<file path="src/rtl/coin_pkg.sv">
// Shared coin codes and acceptor state encoding.
// Coin codes match the vending FSM's coin input.
package coin_pkg;

   typedef logic [1:0] coin_t;

   localparam coin_t COIN_NONE = 2'b00;
   localparam coin_t COIN_5    = 2'b01;
   localparam coin_t COIN_10   = 2'b10;

   typedef enum logic [1:0] {
      IDLE    = 2'd0,
      MEASURE = 2'd1,
      REJECT  = 2'd2,
      JAM     = 2'd3
   } state_t;

endpackage

</file>
<file path="src/rtl/coin_acceptor_if.sv">
// Chute sensor / inhibit inputs and coin, reject, jam outputs of the acceptor.
// The master side drives the sensor; the slave side is the acceptor.
interface coin_acceptor_if;
   import coin_pkg::*;

   logic  sense;
   logic  inhibit;
   coin_t coin;
   logic  reject;
   logic  jam;

   modport master (output sense, output inhibit, input coin, input reject, input jam);
   modport slave  (input sense, input inhibit, output coin, output reject, output jam);
endinterface

</file>
<file path="src/rtl/sync_2ff.sv">
// Two-flop synchroniser for a single asynchronous level, synchronous reset to 0.
// Output lags the input by two clock edges.
module sync_2ff (
   input  logic i_clk,
   input  logic i_rst,
   input  logic i_d,
   output logic o_q
);
   logic r_meta;
   logic r_sync;

   always_ff @(posedge i_clk) begin
      if (i_rst) begin
         r_meta <= 1'b0;
         r_sync <= 1'b0;
      end else begin
         r_meta <= i_d;
         r_sync <= r_meta;
      end
   end

   assign o_q = r_sync;
endmodule

</file>
<file path="src/rtl/coin_acceptor.sv">
// Coin validator: measures synchronised sensor pulse width, classifies it into a
// one-cycle coin code, or pulses the reject gate, or flags a stuck sensor as jam.
module coin_acceptor
   import coin_pkg::*;
#(
   parameter int unsigned W5_MIN        = 4,
   parameter int unsigned W5_MAX        = 8,
   parameter int unsigned W10_MIN       = 12,
   parameter int unsigned W10_MAX       = 20,
   parameter int unsigned JAM_LIMIT     = 64,
   parameter int unsigned REJECT_CYCLES = 8,
   parameter int unsigned CNT_W         = 7
) (
   input  logic            i_clk,
   input  logic            i_rst,
   coin_acceptor_if.slave  io_bus
);
   localparam int unsigned RC_W = $clog2(REJECT_CYCLES + 1);

   logic              w_sync;
   logic              w_rise;
   logic              w_in5;
   logic              w_in10;
   logic [CNT_W-1:0]  w_cnt_inc;

   state_t            r_state, w_state_nxt;
   logic [CNT_W-1:0]  r_cnt, w_cnt_nxt;
   logic [RC_W-1:0]   r_rcnt, w_rcnt_nxt;
   logic              r_prev;
   coin_t             r_coin, w_coin_nxt;
   logic              r_reject, w_reject_nxt;
   logic              r_jam, w_jam_nxt;

   sync_2ff u_sync (
      .i_clk (i_clk),
      .i_rst (i_rst),
      .i_d   (io_bus.sense),
      .o_q   (w_sync)
   );

   assign w_rise    = w_sync & ~r_prev;
   assign w_cnt_inc = r_cnt + 1'b1;
   assign w_in5     = (r_cnt >= CNT_W'(W5_MIN))  && (r_cnt <= CNT_W'(W5_MAX));
   assign w_in10    = (r_cnt >= CNT_W'(W10_MIN)) && (r_cnt <= CNT_W'(W10_MAX));

   always_comb begin
      w_state_nxt  = r_state;
      w_cnt_nxt    = r_cnt;
      w_rcnt_nxt   = r_rcnt;
      w_coin_nxt   = COIN_NONE;
      w_reject_nxt = 1'b0;
      w_jam_nxt    = 1'b0;

      case (r_state)
         IDLE: begin
            if (w_rise) begin
               w_state_nxt = MEASURE;
               w_cnt_nxt   = CNT_W'(1);
            end
         end
         MEASURE: begin
            if (w_sync) begin
               // Counter stops at JAM_LIMIT because the FSM leaves MEASURE there.
               w_cnt_nxt = w_cnt_inc;
               if (w_cnt_inc == CNT_W'(JAM_LIMIT)) begin
                  w_state_nxt = JAM;
                  w_jam_nxt   = 1'b1;
               end
            end else if (!io_bus.inhibit && w_in5) begin
               w_state_nxt = IDLE;
               w_coin_nxt  = COIN_5;
            end else if (!io_bus.inhibit && w_in10) begin
               w_state_nxt = IDLE;
               w_coin_nxt  = COIN_10;
            end else begin
               w_state_nxt  = REJECT;
               w_reject_nxt = 1'b1;
               w_rcnt_nxt   = RC_W'(REJECT_CYCLES - 1);
            end
         end
         REJECT: begin
            if (r_rcnt == '0) begin
               w_state_nxt = IDLE;
            end else begin
               w_rcnt_nxt   = r_rcnt - 1'b1;
               w_reject_nxt = 1'b1;
            end
         end
         JAM: begin
            if (!w_sync) begin
               w_state_nxt = IDLE;
            end else begin
               w_jam_nxt = 1'b1;
            end
         end
         default: w_state_nxt = IDLE;
      endcase
   end

   always_ff @(posedge i_clk) begin
      if (i_rst) begin
         r_state  <= IDLE;
         r_cnt    <= '0;
         r_rcnt   <= '0;
         r_prev   <= 1'b0;
         r_coin   <= COIN_NONE;
         r_reject <= 1'b0;
         r_jam    <= 1'b0;
      end else begin
         r_state  <= w_state_nxt;
         r_cnt    <= w_cnt_nxt;
         r_rcnt   <= w_rcnt_nxt;
         r_prev   <= w_sync;
         r_coin   <= w_coin_nxt;
         r_reject <= w_reject_nxt;
         r_jam    <= w_jam_nxt;
      end
   end

   assign io_bus.coin   = r_coin;
   assign io_bus.reject = r_reject;
   assign io_bus.jam    = r_jam;
endmodule

</file>
<file path="src/flat_wrapper.sv">
// flat-port wrapper written by rule: the top's interface ports become plain ports
module coin_acceptor_flat import coin_pkg::*;
#(
   parameter int unsigned W5_MIN        = 4,
   parameter int unsigned W5_MAX        = 8,
   parameter int unsigned W10_MIN       = 12,
   parameter int unsigned W10_MAX       = 20,
   parameter int unsigned JAM_LIMIT     = 64,
   parameter int unsigned REJECT_CYCLES = 8,
   parameter int unsigned CNT_W         = 7
)
  (i_clk, i_rst, io_bus_sense, io_bus_inhibit, io_bus_coin, io_bus_reject, io_bus_jam);
  coin_acceptor_if io_bus_i ();
  input  logic i_clk;
  input  logic i_rst;
  input wire logic [$bits(io_bus_i.sense)-1:0] io_bus_sense;
  input wire logic [$bits(io_bus_i.inhibit)-1:0] io_bus_inhibit;
  output wire logic [$bits(io_bus_i.coin)-1:0] io_bus_coin;
  output wire logic [$bits(io_bus_i.reject)-1:0] io_bus_reject;
  output wire logic [$bits(io_bus_i.jam)-1:0] io_bus_jam;
  assign io_bus_i.sense = io_bus_sense;
  assign io_bus_i.inhibit = io_bus_inhibit;
  assign io_bus_coin = io_bus_i.coin;
  assign io_bus_reject = io_bus_i.reject;
  assign io_bus_jam = io_bus_i.jam;
  coin_acceptor #(.W5_MIN(W5_MIN), .W5_MAX(W5_MAX), .W10_MIN(W10_MIN), .W10_MAX(W10_MAX), .JAM_LIMIT(JAM_LIMIT), .REJECT_CYCLES(REJECT_CYCLES), .CNT_W(CNT_W)) u_core (.i_clk(i_clk), .i_rst(i_rst), .io_bus(io_bus_i));
endmodule
</file>
<file path="config.mk">
export PLATFORM = sky130hd
export DESIGN_NAME = coin_acceptor_flat
export DESIGN_NICKNAME = d
export VERILOG_FILES = /design/src/rtl/coin_pkg.sv /design/src/rtl/coin_acceptor_if.sv /design/src/rtl/sync_2ff.sv /design/src/rtl/coin_acceptor.sv /design/src/flat_wrapper.sv
export SDC_FILE = /design/constraint.sdc
export NUM_CORES = 1
export LEC_CHECK = 0
export ABC_AREA = 1
export CORE_ASPECT_RATIO = 0.75
export CORE_UTILIZATION = 55
export CTS_CLUSTER_SIZE = 20
export DETAILED_ROUTE_END_ITERATION = 8
export PLACE_DENSITY = 0.75
export SKIP_LAST_GASP = 1
export SYNTH_ARGS = -nofsm -noshare
export SYNTH_HDL_FRONTEND = slang
export SYNTH_SLANG_ARGS = --single-unit
export TNS_END_PERCENT = 50
</file>
<file path="constraint.sdc">
create_clock -name i_clk -period 1.6 [get_ports i_clk]
set_input_delay 0.48 -clock i_clk [delete_from_list [all_inputs] [get_ports i_clk]]
set_output_delay 0.48 -clock i_clk [all_outputs]
set_load 0.1 [all_outputs]
</file>
==> results of run 1 <==
[worst max-delay path by stage]
stage / end / cells after the start
after floorplan: u_core.r_state[1] / 10
after global placement: u_core.r_rcnt[2] / 9
after detailed placement: u_core.r_rcnt[1] / 9
after CTS: u_core.r_rcnt[1] / 9
after global routing: u_core.r_state[1] / 11
final: u_core.r_rcnt[3] / 10
[cells by family (layout without fill, tap and decap cells)]
family | Yosys count | count (layout) | share of synthesized area [%]
and+or+nand+nor | 101 | 101 | 37.45
buffers and inverters | 31 | 42 | 10.71
AOI/OAI and AO/OA | 23 | 23 | 11.02
DFF | 20 | 20 | 32.65
adders and majority gates | 8 | 8 | 8.164
[final cells by class]
type / count / area share, %
sequential: 20 / 28.30
multi-input combinational: 132 / 50.61
tap: 24 / 2.083
clock buffer: 4 / 2.517
inverter: 28 / 7.292
timing repair buffer: 10 / 9.201
[state kept, by name, indices dropped and copies added (netlist names)]
signal                cells
u_core.io_bus.coin        2
u_core.io_bus.jam         1
u_core.io_bus.reject      1
u_core.r_cnt              7
u_core.r_prev             1
u_core.r_rcnt             4
u_core.r_state            2
u_core.u_sync.o_q         1
u_core.u_sync.r_meta      1
[per-layer routing]
layer,track usage [%],share of wire (%),wire length (µm),vias up
met2,35.06,45,1134,24
met5,0,0,0,-
met3,7.317,4.3,108,5
li1,-,-,-,596
met1,29.94,49,1241,523
met4,9.756,1.0,25,0
[critical path: cells and delay by family, from the launching register on]
| family | cells | cell delay (ns) |
|---|---|---|
| AO/OA/AOI/OAI | 1 | 0.10 |
| flip-flops | 1 | 0.36 |
| adder cells (fa/ha/maj) | 1 | 0.22 |
| AND/OR/NAND/NOR | 6 | 0.65 |
| buffers and inverters | 2 | 0.12 |
[cells in the final DEF (no fill, tap or decap), types with 3 or more instances in the layout]
cell,count
nand3_2,3
dfxtp_1,14
clkinv_1,3
buf_12,4
nand3_1,10
ha_1,5
a21oi_1,12
nand2_1,53
nor2_2,3
inv_1,21
dfxtp_2,6
nand4_1,3
clkdlybuf4s50_1,3
clkbuf_4,3
buf_4,3
inv_2,4
nor2_1,19
nand2_2,4
[power by group]
| group | internal, mW | switching [mW] | total (mW) | leakage [nW] |
|---|---|---|---|---|
| registers | 0.570 | 0.0516 | 0.622 | 0.166 |
| logic | 0.251 | 0.421 | 0.672 | 0.476 |
| clock network | 0.139 | 0.161 | 0.300 | 0.0210 |
| total | 0.960 | 0.634 | 1.59 | 0.662 |
==> flow_summary.json, run 1 <==
{
  "track_usage_pct": 22.99,
  "crit_start": "u_core.r_rcnt[0]",
  "finalNonFillerCells": 218,
  "cts_buffers": 3,
  "crit_type": "flop to flop",
  "cp_cell_sequence": "inv_1 -> ha_1 -> nand3_1 -> nand2_1 -> o21ai_0 -> nand2_1 -> nand3b_4 -> nand2_1 -> clkinv_1 -> nor2_1",
  "grt_pass1_vias": 1027,
  "ctsResizeCount": 0,
  "synth_area_um2": 1226,
  "power_mw": 1.594,
  "r2r-start": "u_core.r_rcnt[0]",
  "synth_top_cell_area_share_pct": 32.65,
  "avgSynthCellArea_um2": 6.700,
  "yosys-top-cells-count": "nand2_1 (54), inv_1 (21), dfxtp_1 (20), nor2_1 (19), a21oi_1 (12)",
  "synth_edf_count": 0,
  "num_rows": 14,
  "r2r-end": "u_core.r_rcnt[3]",
  "n_fill_cell": 176,
  "root_buffer": "clkbuf_4",
  "yosysSeqAreaShare_pct": 32.65,
  "ys_async_sr_fraction_pct": 0,
  "drive_gt1_share_pct": 20.10,
  "setup_slack_ns": 0.1021,
  "ys.flop_type": "dfxtp_1",
  "routedWlPerCell_um": 11.51,
  "whs_ns": 0.4250,
  "fin_util_pct": 70.33,
  "final_antenna_net_count": 0,
  "routabilityCongestion": 0.8806,
  "fin_crit_sh_pct": 93.62,
  "grt_max_degree": 12,
  "p_leak_nw": 0.6625,
  "seqCellArea_um2": 407.9,
  "setup_viol": 0,
  "fin_skew_ns": 0.003145,
  "antenna_found_initial": 0,
  "ys.warnings.count": 0,
  "hold_end": "u_core.u_sync.o_q",
  "holdCritPathClass": "flop to flop",
  "worst_setup_path_start_kind": "flop",
  "yosysMostFrequentCell": "nand2_1",
  "min-delay-start": "u_core.u_sync.r_meta",
  "grt_pass1_wl_mm": 4.326,
  "synthDistinctLibCells": 26,
  "drtIter0Drc": 40,
  "drc": 0,
  "antenna_cells": 0,
  "core_area_um2": 2049,
  "cts.reportedPaths.clkPinSlew_ns": 0.11,
  "cts.sinks": 20,
  "numPortBuffers": 7,
  "cellPowerDensity_nw_per_um2": 1106,
  "dieArea_um2": 2424,
  "rsz0062_at_grt": "true",
  "cts_buffer_depth": 2,
  "h-tree-depth": 1,
  "synth_largest_area_cell": "dfxtp_1",
  "slowest_delay_ns": 0.36,
  "worstPathArrival_ns": 1.76,
  "cts_tree": "done",
  "synthTopCellsByArea": "dfxtp_1 (33%), nand2_1 (17%), ha_1 (8.2%)",
  "pin_count": 8,
  "area_delta_synth_final_pct": 17.55,
  "die_h_um": 42.89,
  "die_x_um": 56.52,
  "critPathRequiredTime_ns": 1.86,
  "finalNetCount": 207,
  "dp_slack_ns": -0.1302,
  "cp_common_cell": "nand2_1",
  "final_area_um2": 1441,
  "r2r_slack_ns": 0.10,
  "dp_cells": 214,
  "slew_violations": 0,
  "critPathCaptureType": "flop",
  "drv_cap": 0,
  "grt.overflow.total": 0,
  "hold_buffers": 0,
  "slew_headroom_pct": 80.52,
  "dp_hpwl_mm": 1.909,
  "clk_latency_ns": 0.31,
  "period_needed_ns": 1.498,
  "routed_wl_mm": 2.509,
  "firstDrtPassIters": 4,
  "max-vdd-ir-drop_mv": 0.7775,
  "holdPathStages": 2,
  "worst_pin_slew_ns": 0.2903,
  "post-cts-setup-buffers": 0,
  "finalHoldViolCount": 0,
  "status": "completed",
  "cp_max_fo": 8,
  "multi_input_area_um2": 729.5,
  "ys_ff_latch": 20,
  "viasPerCell": 5.266,
  "start_util_pct": 59.83,
  "crit_path_top_delay_cell": "dfxtp_2",
  "synth_fp_nets": 195,
  "final.setup.tns_ns": 0,
  "r2r_cells": 10,
  "num_vias": 1148,
  "placed_area_um2": 1363,
  "max_freq_ghz": 0.6676,
  "syn_inst": 183
}
(Power assumes the default switching activity.)
==> run 2: changes to the inputs <==
- ABC_CLOCK_PERIOD_IN_PS: not set -> 1600
==> results of run 2 <==
Same layout as run 1: the final DEF is identical, and so are final timing and power.
==> run 3: changes to the inputs <==
- SLEW_MARGIN: not set -> 20
==> results of run 3 <==
Same layout as run 1: the final DEF is identical, and so are final timing and power.
